## src/rtl/fm_mpx_gen.sv

```systemverilog
// fm_mpx_gen: FM stereo multiplex baseband generator.
// Mixes L+R, a 19 kHz pilot, a 38 kHz DSB-SC L-R subcarrier and a 57 kHz RDS
// subcarrier. All three carriers come from one pilot phase accumulator, so they
// stay phase-locked. One saturated sample is produced per sample tick.
module fm_mpx_gen #(
    parameter int                   PCM_W       = 16,
    parameter int                   SAMPLE_DIV  = 25,
    parameter int                   PHASE_W     = 32,
    parameter logic [PHASE_W-1:0]   PILOT_INC   = 81604379,
    parameter int                   SINE_ADDR_W = 8,
    parameter int                   PILOT_AMP   = 3277,
    parameter int                   RDS_SHIFT   = 2
) (
    input  logic                    clk,
    input  logic                    reset,
    input  logic                    stereo_en,
    input  logic                    rds_en,
    input  logic signed [PCM_W-1:0] pcm_left,
    input  logic signed [PCM_W-1:0] pcm_right,
    input  logic signed [PCM_W-1:0] pcm_rds,
    output logic                    sample_tick,
    output logic signed [PCM_W-1:0] pcm_out,
    output logic                    out_valid
);

    localparam int CNT_W  = (SAMPLE_DIV > 2) ? $clog2(SAMPLE_DIV) : 1;
    localparam int LUT_N  = 1 << SINE_ADDR_W;
    localparam int TERM_W = PCM_W + 2;
    localparam int SUM_W  = PCM_W + 4;
    localparam int PROD_W = 2 * PCM_W + 2;

    localparam logic signed [SUM_W-1:0] MAX_V = (SUM_W'(1) <<< (PCM_W - 1)) - SUM_W'(1);
    localparam logic signed [SUM_W-1:0] MIN_V = -(SUM_W'(1) <<< (PCM_W - 1));

    // Integer-only sine for table generation: fold the index into the first
    // quadrant, evaluate a Q60 Taylor series, then round half away from zero.
    function automatic logic signed [PCM_W-1:0] sine_entry(input int idx);
        logic signed [127:0] pi_q60;
        logic signed [127:0] theta;
        logic signed [127:0] x2;
        logic signed [127:0] term;
        logic signed [127:0] acc;
        logic signed [127:0] scaled;
        int                  j;
        bit                  neg;
        pi_q60 = 128'sh3243F6A8885A308D;
        neg    = (idx >= LUT_N / 2);
        j      = idx % (LUT_N / 2);
        if (j > LUT_N / 4) begin
            j = LUT_N / 2 - j;
        end
        theta = (pi_q60 * 128'(2 * j)) >>> SINE_ADDR_W;
        x2    = (theta * theta) >>> 60;
        term  = theta;
        acc   = theta;
        for (int k = 1; k <= 13; k++) begin
            term = -((term * x2) >>> 60) / 128'(2 * k * (2 * k + 1));
            acc  = acc + term;
        end
        scaled = (acc * ((128'sd1 <<< (PCM_W - 1)) - 128'sd1) + (128'sd1 <<< 59)) >>> 60;
        return PCM_W'(neg ? -scaled : scaled);
    endfunction

    logic signed [PCM_W-1:0] sine_lut [LUT_N];

    for (genvar g = 0; g < LUT_N; g++) begin : g_lut
        localparam logic signed [PCM_W-1:0] ENTRY = sine_entry(g);
        assign sine_lut[g] = ENTRY;
    end

    logic [CNT_W-1:0]        div_cnt;
    logic [PHASE_W-1:0]      phase;
    logic signed [PCM_W-1:0] left_r;
    logic signed [PCM_W-1:0] right_r;
    logic signed [PCM_W-1:0] rds_r;
    logic                    stereo_r;
    logic                    rds_en_r;
    logic signed [PCM_W-1:0] s19_r;
    logic signed [PCM_W-1:0] s38_r;
    logic signed [PCM_W-1:0] s57_r;
    logic                    valid_1;
    logic signed [TERM_W-1:0] mono_t;
    logic signed [TERM_W-1:0] diff_t;
    logic signed [TERM_W-1:0] pilot_t;
    logic signed [TERM_W-1:0] rds_t;
    logic                    valid_2;
    logic signed [PCM_W:0]   sum_lr;
    logic signed [PCM_W:0]   dif_lr;
    logic signed [SUM_W-1:0] sum_c;
    logic signed [PCM_W-1:0] sum_sat;

    // Free-running sample divider; the tick is registered off the terminal count
    always_ff @(posedge clk or posedge reset) begin
        if (reset) begin
            div_cnt     <= '0;
            sample_tick <= 1'b0;
        end else begin
            sample_tick <= (div_cnt == CNT_W'(SAMPLE_DIV - 1));
            if (div_cnt == CNT_W'(SAMPLE_DIV - 1)) begin
                div_cnt <= '0;
            end else begin
                div_cnt <= div_cnt + CNT_W'(1);
            end
        end
    end

    // Tick cycle: capture audio, mode and the p/2p/3p sine lookups, then advance the phase
    always_ff @(posedge clk or posedge reset) begin
        if (reset) begin
            phase    <= '0;
            left_r   <= '0;
            right_r  <= '0;
            rds_r    <= '0;
            stereo_r <= 1'b0;
            rds_en_r <= 1'b0;
            s19_r    <= '0;
            s38_r    <= '0;
            s57_r    <= '0;
            valid_1  <= 1'b0;
        end else begin
            valid_1 <= sample_tick;
            if (sample_tick) begin
                phase    <= phase + PILOT_INC;
                left_r   <= pcm_left;
                right_r  <= pcm_right;
                rds_r    <= pcm_rds;
                stereo_r <= stereo_en;
                rds_en_r <= rds_en;
                s19_r    <= sine_lut[SINE_ADDR_W'(phase >> (PHASE_W - SINE_ADDR_W))];
                s38_r    <= sine_lut[SINE_ADDR_W'((phase << 1) >> (PHASE_W - SINE_ADDR_W))];
                s57_r    <= sine_lut[SINE_ADDR_W'((phase + (phase << 1)) >> (PHASE_W - SINE_ADDR_W))];
            end
        end
    end

    assign sum_lr = {left_r[PCM_W-1], left_r} + {right_r[PCM_W-1], right_r};
    assign dif_lr = {left_r[PCM_W-1], left_r} - {right_r[PCM_W-1], right_r};

    // Product stage: full-width products, rescaled by the Q(PCM_W-1) sine and gated by mode
    always_ff @(posedge clk or posedge reset) begin
        if (reset) begin
            mono_t  <= '0;
            diff_t  <= '0;
            pilot_t <= '0;
            rds_t   <= '0;
            valid_2 <= 1'b0;
        end else begin
            valid_2 <= valid_1;
            if (valid_1) begin
                mono_t  <= TERM_W'(stereo_r ? (sum_lr >>> 2) : (sum_lr >>> 1));
                diff_t  <= stereo_r
                           ? TERM_W'((PROD_W'(dif_lr >>> 2) * PROD_W'(s38_r)) >>> (PCM_W - 1))
                           : '0;
                pilot_t <= stereo_r
                           ? TERM_W'((PROD_W'(s19_r) * PROD_W'(PILOT_AMP)) >>> (PCM_W - 1))
                           : '0;
                rds_t   <= rds_en_r
                           ? TERM_W'(((PROD_W'(rds_r) * PROD_W'(s57_r)) >>> (PCM_W - 1)) >>> RDS_SHIFT)
                           : '0;
            end
        end
    end

    assign sum_c = SUM_W'(mono_t) + SUM_W'(diff_t) + SUM_W'(pilot_t) + SUM_W'(rds_t);

    // Clamp the wide sum to the PCM range so large mixes clip instead of wrapping
    always_comb begin
        sum_sat = sum_c[PCM_W-1:0];
        if (sum_c > MAX_V) begin
            sum_sat = MAX_V[PCM_W-1:0];
        end else if (sum_c < MIN_V) begin
            sum_sat = MIN_V[PCM_W-1:0];
        end
    end

    // Output stage: pcm_out only moves when a finished sample arrives
    always_ff @(posedge clk or posedge reset) begin
        if (reset) begin
            pcm_out   <= '0;
            out_valid <= 1'b0;
        end else begin
            out_valid <= valid_2;
            if (valid_2) begin
                pcm_out <= sum_sat;
            end
        end
    end

endmodule

```

## config.mk

```make
export PLATFORM = sky130hd
export DESIGN_NAME = fm_mpx_gen
export DESIGN_NICKNAME = d
export VERILOG_FILES = /design/src/rtl/fm_mpx_gen.sv
export SDC_FILE = /design/constraint.sdc
export NUM_CORES = 2
export LEC_CHECK = 0
export BUFFER_PORTS_ARGS = -buffer_cell sky130_fd_sc_hd__buf_2
export CORE_MARGIN = 2
export CORE_UTILIZATION = 30
export CTS_CLUSTER_SIZE = 14
export DETAILED_ROUTE_END_ITERATION = 6
export SLEW_MARGIN = 20
export SYNTH_ARGS = -nofsm -noshare
export SYNTH_HDL_FRONTEND = slang
export SYNTH_SLANG_ARGS = --single-unit
```

## constraint.sdc

```tcl
create_clock -name clk -period 19.2 [get_ports clk]
set_input_delay 3.84 -clock clk [delete_from_list [all_inputs] [get_ports clk]]
set_output_delay 3.84 -clock clk [all_outputs]
set_load 0.01 [all_outputs]
```

== After elaboration in Yosys (flattened, before gate mapping) ==
Memories as Yosys holds them, arrays and structs flattened. A register that Yosys moved wholly into a read port is not among the register bits.
Cells that the tools add are included.
Operators by class
  $add $sub $neg: 8
  $mul: 3
  divide/modulo/power cells: 0
  $lt $le $gt $ge: 2
  equality and inequality tests: 1
  shift-type cells: 0
  multiplexer cells: 7
  bitwise operators: 3
  reduce and logical (&&, ||, !) cells: 0
Operator list (count)
  2-to-1 mux 18 bit: 3
  adder 32 x 27 -> 32 bit, second input constant: 1
  adder 32 bit: 1
  multiplier 16 x 16 -> 32 bit: 1
  2-to-1 mux 16 bit: 2
  multiplier 15 x 16 -> 31 bit: 1
  multiplier 16 x 13 -> 29 bit, second input constant: 1
  inverter 8 -> 9 bit: 3
  adder 19 x 18 -> 20 bit: 1
  adder 20 x 18 -> 20 bit: 1
  greater-than comparator 20 x 16 -> 1 bit, second input constant: 1
  < comparator 20 x 16 -> 1 bit, second input constant: 1
  adder 16 x 18 -> 19 bit: 1
  adder 16 x 16 -> 17 bit: 1
  subtractor 16 x 16 -> 17 bit: 1
  2-to-1 mux 15 bit: 1
  adder 5 x 1 -> 5 bit, second input constant: 1
  equality test 5 bit, second input constant: 1
  2-to-1 mux 5 bit: 1
Storage, ports and cells
  register bits after elaboration: 177
  bits in latches: 0
  RAM bits: 0
  ROM bits: 12288
  input bits: 52
  output and inout port bits: 18
  word-level logic and storage cells: 43
  memories kept: 3
Memories
  (name not given): depth 256, bits a word 16, read ports 1, clocked after memory_dff 1, wr ports 0, line 131  | s57_r <= sine_lut[SINE_ADDR_W'((phase + (phase << 1)) >> (PHASE_W - SINE_ADDR_W))];
  (name not given): depth 256, bits a word 16, read ports 1, clocked after memory_dff 1, wr ports 0, line 130  | s38_r <= sine_lut[SINE_ADDR_W'((phase << 1) >> (PHASE_W - SINE_ADDR_W))];
  (name not given): depth 256, bits a word 16, read ports 1, clocked after memory_dff 1, wr ports 0, line 129  | s19_r <= sine_lut[SINE_ADDR_W'(phase >> (PHASE_W - SINE_ADDR_W))];

== Longest topological paths before layout ==
  word-level depth: 6
  gate-level depth with buffers: 35
  gate-level depth less buffers: 35

== Least setup slack after synthesis ==
OpenSTA, ideal clock, no wires.
  path kind: reg2reg
  from: register right_r[1]
  to: register diff_t[16]
  setup time: 0.136 ns
  arrival: 7.863 ns
  path slack: 11.201 ns
  cell stages (with the launch flop): 35
  buffers on the path: 1
  period minus slack after synthesis: 7.999 ns
  cells stage by stage: dfrtp_1 inv_1 ha_1 a21oi_1 nor2b_1 o21a_1 o21a_1 o21a_1 o41a_1 a211oi_1 o31ai_1 a21oi_1 xnor2_1 clkbuf_1 nand2_1 fa_1 fa_1 inv_1 fa_1 fa_1 fa_1 inv_1 fa_1 inv_1 ha_1 nand4_1 a21oi_1 and3_1 a21o_1 o211ai_1 a21oi_1 o221ai_1 o2111ai_1 xnor2_1 o22ai_1
Between the ends
  word-level cells in the longest chain between the ends: 3
Ends and longest elaborated chain
  start, declared: line 74  | logic signed [PCM_W-1:0] right_r;
  start signal, assigned: line 125  | right_r <= pcm_right;
  subtractor 16 x 16 -> 17 bit: line 137  | assign dif_lr = {left_r[PCM_W-1], left_r} - {right_r[PCM_W-1], right_r};
  multiplier 15 x 16 -> 31 bit: line 152  | ? TERM_W'((PROD_W'(dif_lr >>> 2) * PROD_W'(s38_r)) >>> (PCM_W - 1))
  2-to-1 mux 18 bit: line 152
  end signal, assigned: line 151  | diff_t <= stereo_r
  end, declared: line 83  | logic signed [TERM_W-1:0] diff_t;
Every way passes these cells.
A chain may end at the register's enable or synchronous reset.

== Worst setup path after layout ==
Same ends and word-level chain as after synthesis.

==> results.md <==
* Outcome: finished, final reports clean
* Final nets at 6545
* Lkg Pwr at roughly 22 nW
* Pre-Repair DR Iteration Count at 7
* Top cells by area, synth: fa_1 26%, dfrtp_1 12%, ha_1 10%
* Seq/Total Area, Yosys at 11.7%
* Share of the synthesized area in the top cell type at 25.6%
* Wire length per cell at 23.1 um
* Detailed Route WL at 175 mm
* DP Area at 48100 um^2
* Placed Instances at approximately 7500
* Post-synth ARST share at between 90% and 100%
* Die Ht at slightly below 400 um
* Share of cells above drive strength 1 at 6.12%
* First-pass GRT wire length at 269 mm
* Cell Pwr Density at between 20 and 30 nW/um^2
* Clk_lat worst skew at 0.62 ns
* Post-CTS Resized at 0
* Synthesized area per cell at roughly 8.0 um^2
* Min cycle time layout at 8.76 ns
* Tcrit/Tclk final at between 40 and 50%
* Max Root-Sink Buffers at 3
* Post-route DRC at 0
* Number of synthesized flops with an enable pin at 0
* Critical Path AT at ~9 ns
* Maximum vdd ir drop at 0.0000689 V
* Total Routing Usage GR at 21.9%
* Placer Congestion at 1.01
* Ant. Diodes at 0
* Vias per cell at 5.64
* Distinct cells, synth at 92
* Syn Std Cell Area at 46100 um^2
* Vias at 42700
* Die ar. at 157000 um^2
* Startpoint types: register
* Cell taking the most area after synthesis: fa_1
* Buf/Inv on CP at 5
* Vias in the first global route at approximately 43000
* Worst hold path class: reg2reg
* Final setup fails at 0
* #FFs+latches synth at 216
* Syn Inst Count at approximately 5700
* Main flop type after synthesis: dfrtp_1
* Critical path class: reg2reg
* Clock Tree Root: clkbuf_16
* Tot Pwr at 0.00140 W
* Final non-filler cell total at ~7600
* CTS Sinks at 216
* Most used cell, CP: fa_1
* Post-CTS Setup Inserts at 0
* Post-DP HPWL at roughly 130 mm
* H-tree depth at 1
* I/O Buffers at 69
* Clock skew at around 0.029 ns
* Hold buffer count at CTS at 0
* Initial antenna violation count at 12
* Num CTS Buffers at 28
* Chip Width at 396 um
* Slew @ Worst Pin at 1.19 ns
* Worst-path clk slew at approximately 0.070 ns
* Boundary pin count at 70
* Fillers at 16100
* Peak Freq at about 110 MHz
* Starting DRC count in detailed routing at 5022
* Critical path fanouts, max at 16
* Initial Utilization at 30.3%
* Relative slew slack at about a fifth
* Final count of pins violating max slew at 0
* Synthesis-to-finish area growth at 6.51%
* Maxcap violations at 0
* Yosys warning count at 0
* Top delay family on crit path: compound AO/OA/AOI/OAI gates
* Final Hold Violating Endpoints at 0
* RSZ-0062 raised after global routing: false
* Clock tree from TritonCTS: done
* CP max stage delay at 0.50 ns
* Data required, critical path at approximately 20 ns
* R2R cell count at 34
* Final instance area at 49100 um^2
* Largest net degree at the start of global routing at about 140
* Setup TNS at 0 ns
* GR Overflow Total at 0
* Post-DRT Antenna Nets at 0
* CP endpoint kind: register
* Hold path cells at 1
* Row cnt at 143
* Core footprint at 152000 um^2
* Max stage delay cell, worst path: fa_1
* Syn_nets at 6762
* Critical path depth in cells at 34
==> metal layers <==
metal | global-route usage (%) | vias up | wire [um]
li1 | - | 19000 | -
met1 | 30.2 | 20900 | 74900
met2 | 33.7 | 2331 | 76000
met3 | 4.79 | 471 | 17300
met4 | 7.92 | 6 | 7040
met5 | 0 | - | 40
==> state kept, by name (all words and copies together) (netlist names), 14 cells and up <==
register and cells:
phase 32, diff_t 16, left_r 16, mono_t 16
pcm_out 16, rds_r 16, right_r 16, s19_r 16
s38_r 16, s57_r 16, rds_t 15, pilot_t 14
==> cell families after synthesis <==
family                   share of synthesized area (%)
AND/OR/NAND/NOR                                   16.1
AO/OA/AOI/OAI                                     20.6
buffers and inverters                             10.1
adder cells (fa/ha/maj)                           36.1
flip-flops                                        11.7
XOR/XNOR                                          3.09
multiplexers                                      2.24
==> path summary, 6_finish.rpt <==
path	to	from	slack [ns]
min in group asynchronous	sample_tick	reset	3.36
worst min register to register	div_cnt[0]	div_cnt[0]	0.50
worst max register to register	diff_t[16]	right_r[1]	10.44
worst min-delay path	div_cnt[0]	div_cnt[0]	0.50
max in group asynchronous	valid_1	reset	13.54
worst max-delay path	diff_t[16]	right_r[1]	10.44
==> layout by cell type, fill, tap and decap left out, types with 14 or more instances in the layout <==
cell type,Yosys,final
clkbuf_16,0,28
xor2_1,39,39
buf_4,6,85
and3_1,21,21
a211oi_1,67,67
dfrtp_1,216,207
or3_1,23,23
a21o_1,39,39
mux2_2,55,55
a22oi_1,16,16
buf_2,39,69
fa_1,590,590
o22ai_1,79,79
a21oi_1,380,380
o31ai_1,27,27
nand2b_1,49,49
nor3_1,102,102
nand2_1,673,673
xnor2_1,120,116
nor2b_1,34,33
o32ai_1,16,16
a221o_1,23,23
mux2i_1,21,21
nand3_1,102,102
a221oi_1,39,38
a2111oi_0,24,23
o21a_1,22,22
o221ai_1,27,27
a311oi_1,46,46
ha_1,386,386
and2_1,182,181
o211ai_1,65,65
or2_2,14,14
o311ai_0,41,40
inv_1,798,796
o2111ai_1,19,19
nand4_1,17,17
o21ai_0,349,349
nor2_1,350,348
a31oi_1,66,66
==> synth_stat cells (24+ instances only) <==
master and count:
nor2b_1 34, ha_1 386, a21o_1 39, nor2_1 350, clkbuf_1 286, dfrtp_1 216
buf_1 68, o221ai_1 27, a21oi_1 380, nand2b_1 49, a221oi_1 39, xnor2_1 120
a2111oi_0 24, o22ai_1 79, nand3_1 102, nand2_1 673, and2_1 182, mux2_2 55
inv_1 798, nor3_1 102, fa_1 590, o211ai_1 65, o31ai_1 27, buf_2 39
a211oi_1 67, o311ai_0 41, o21ai_0 349, xor2_1 39, a31oi_1 66, a311oi_1 46
==> where the power goes <==
| group | total [W] | internal, W | leakage (nW) | switching (W) |
|---|---|---|---|---|
| Combinational | 0.000329 | 0.000132 | 18.7 | 0.000197 |
| Sequential | 0.000527 | 0.000487 | 2.71 | 0.0000400 |
| Clock | 0.000541 | 0.000301 | 0.450 | 0.000240 |
| Total | 0.00140 | 0.000921 | 21.9 | 0.000476 |
==> layout make-up <==
cell class	instances	area, um^2	area share [%]
Inverter	805	3030	6.18
Sequential cell	216	5430	11.1
Clock buffer	36	771	1.57
Timing Repair Buffer	156	1020	2.09
Multi-Input combinational cell	4310	36100	73.6
Tap cell	2030	2540	5.18
Clock inverter	16	164	0.334
==> through the flow <==
step / hold WS (ns) / utilization [%] / worst slack, ns
floorplan: 0.352 / - / 9.45
global placement: 0.477 / 31.6 / 10.20
detailed placement: 0.495 / 31.6 / 10.47
CTS: 0.504 / 32.2 / 10.42
global route: 0.514 / 32.2 / 9.85
finish: 0.499 / 32.2 / 10.44
==> worst reg2reg max path, delay by kind of cell (launching register included) <==
family,cells,cell delay (ns)
AO/OA/AOI/OAI,16,3.51
adder cells (fa/ha/maj),8,3.38
AND/OR/NAND/NOR,4,0.69
buffers and inverters,5,0.48
flip-flops,1,0.39
XOR/XNOR,1,0.16
No activity file was read; power rests on OpenSTA's default activity.
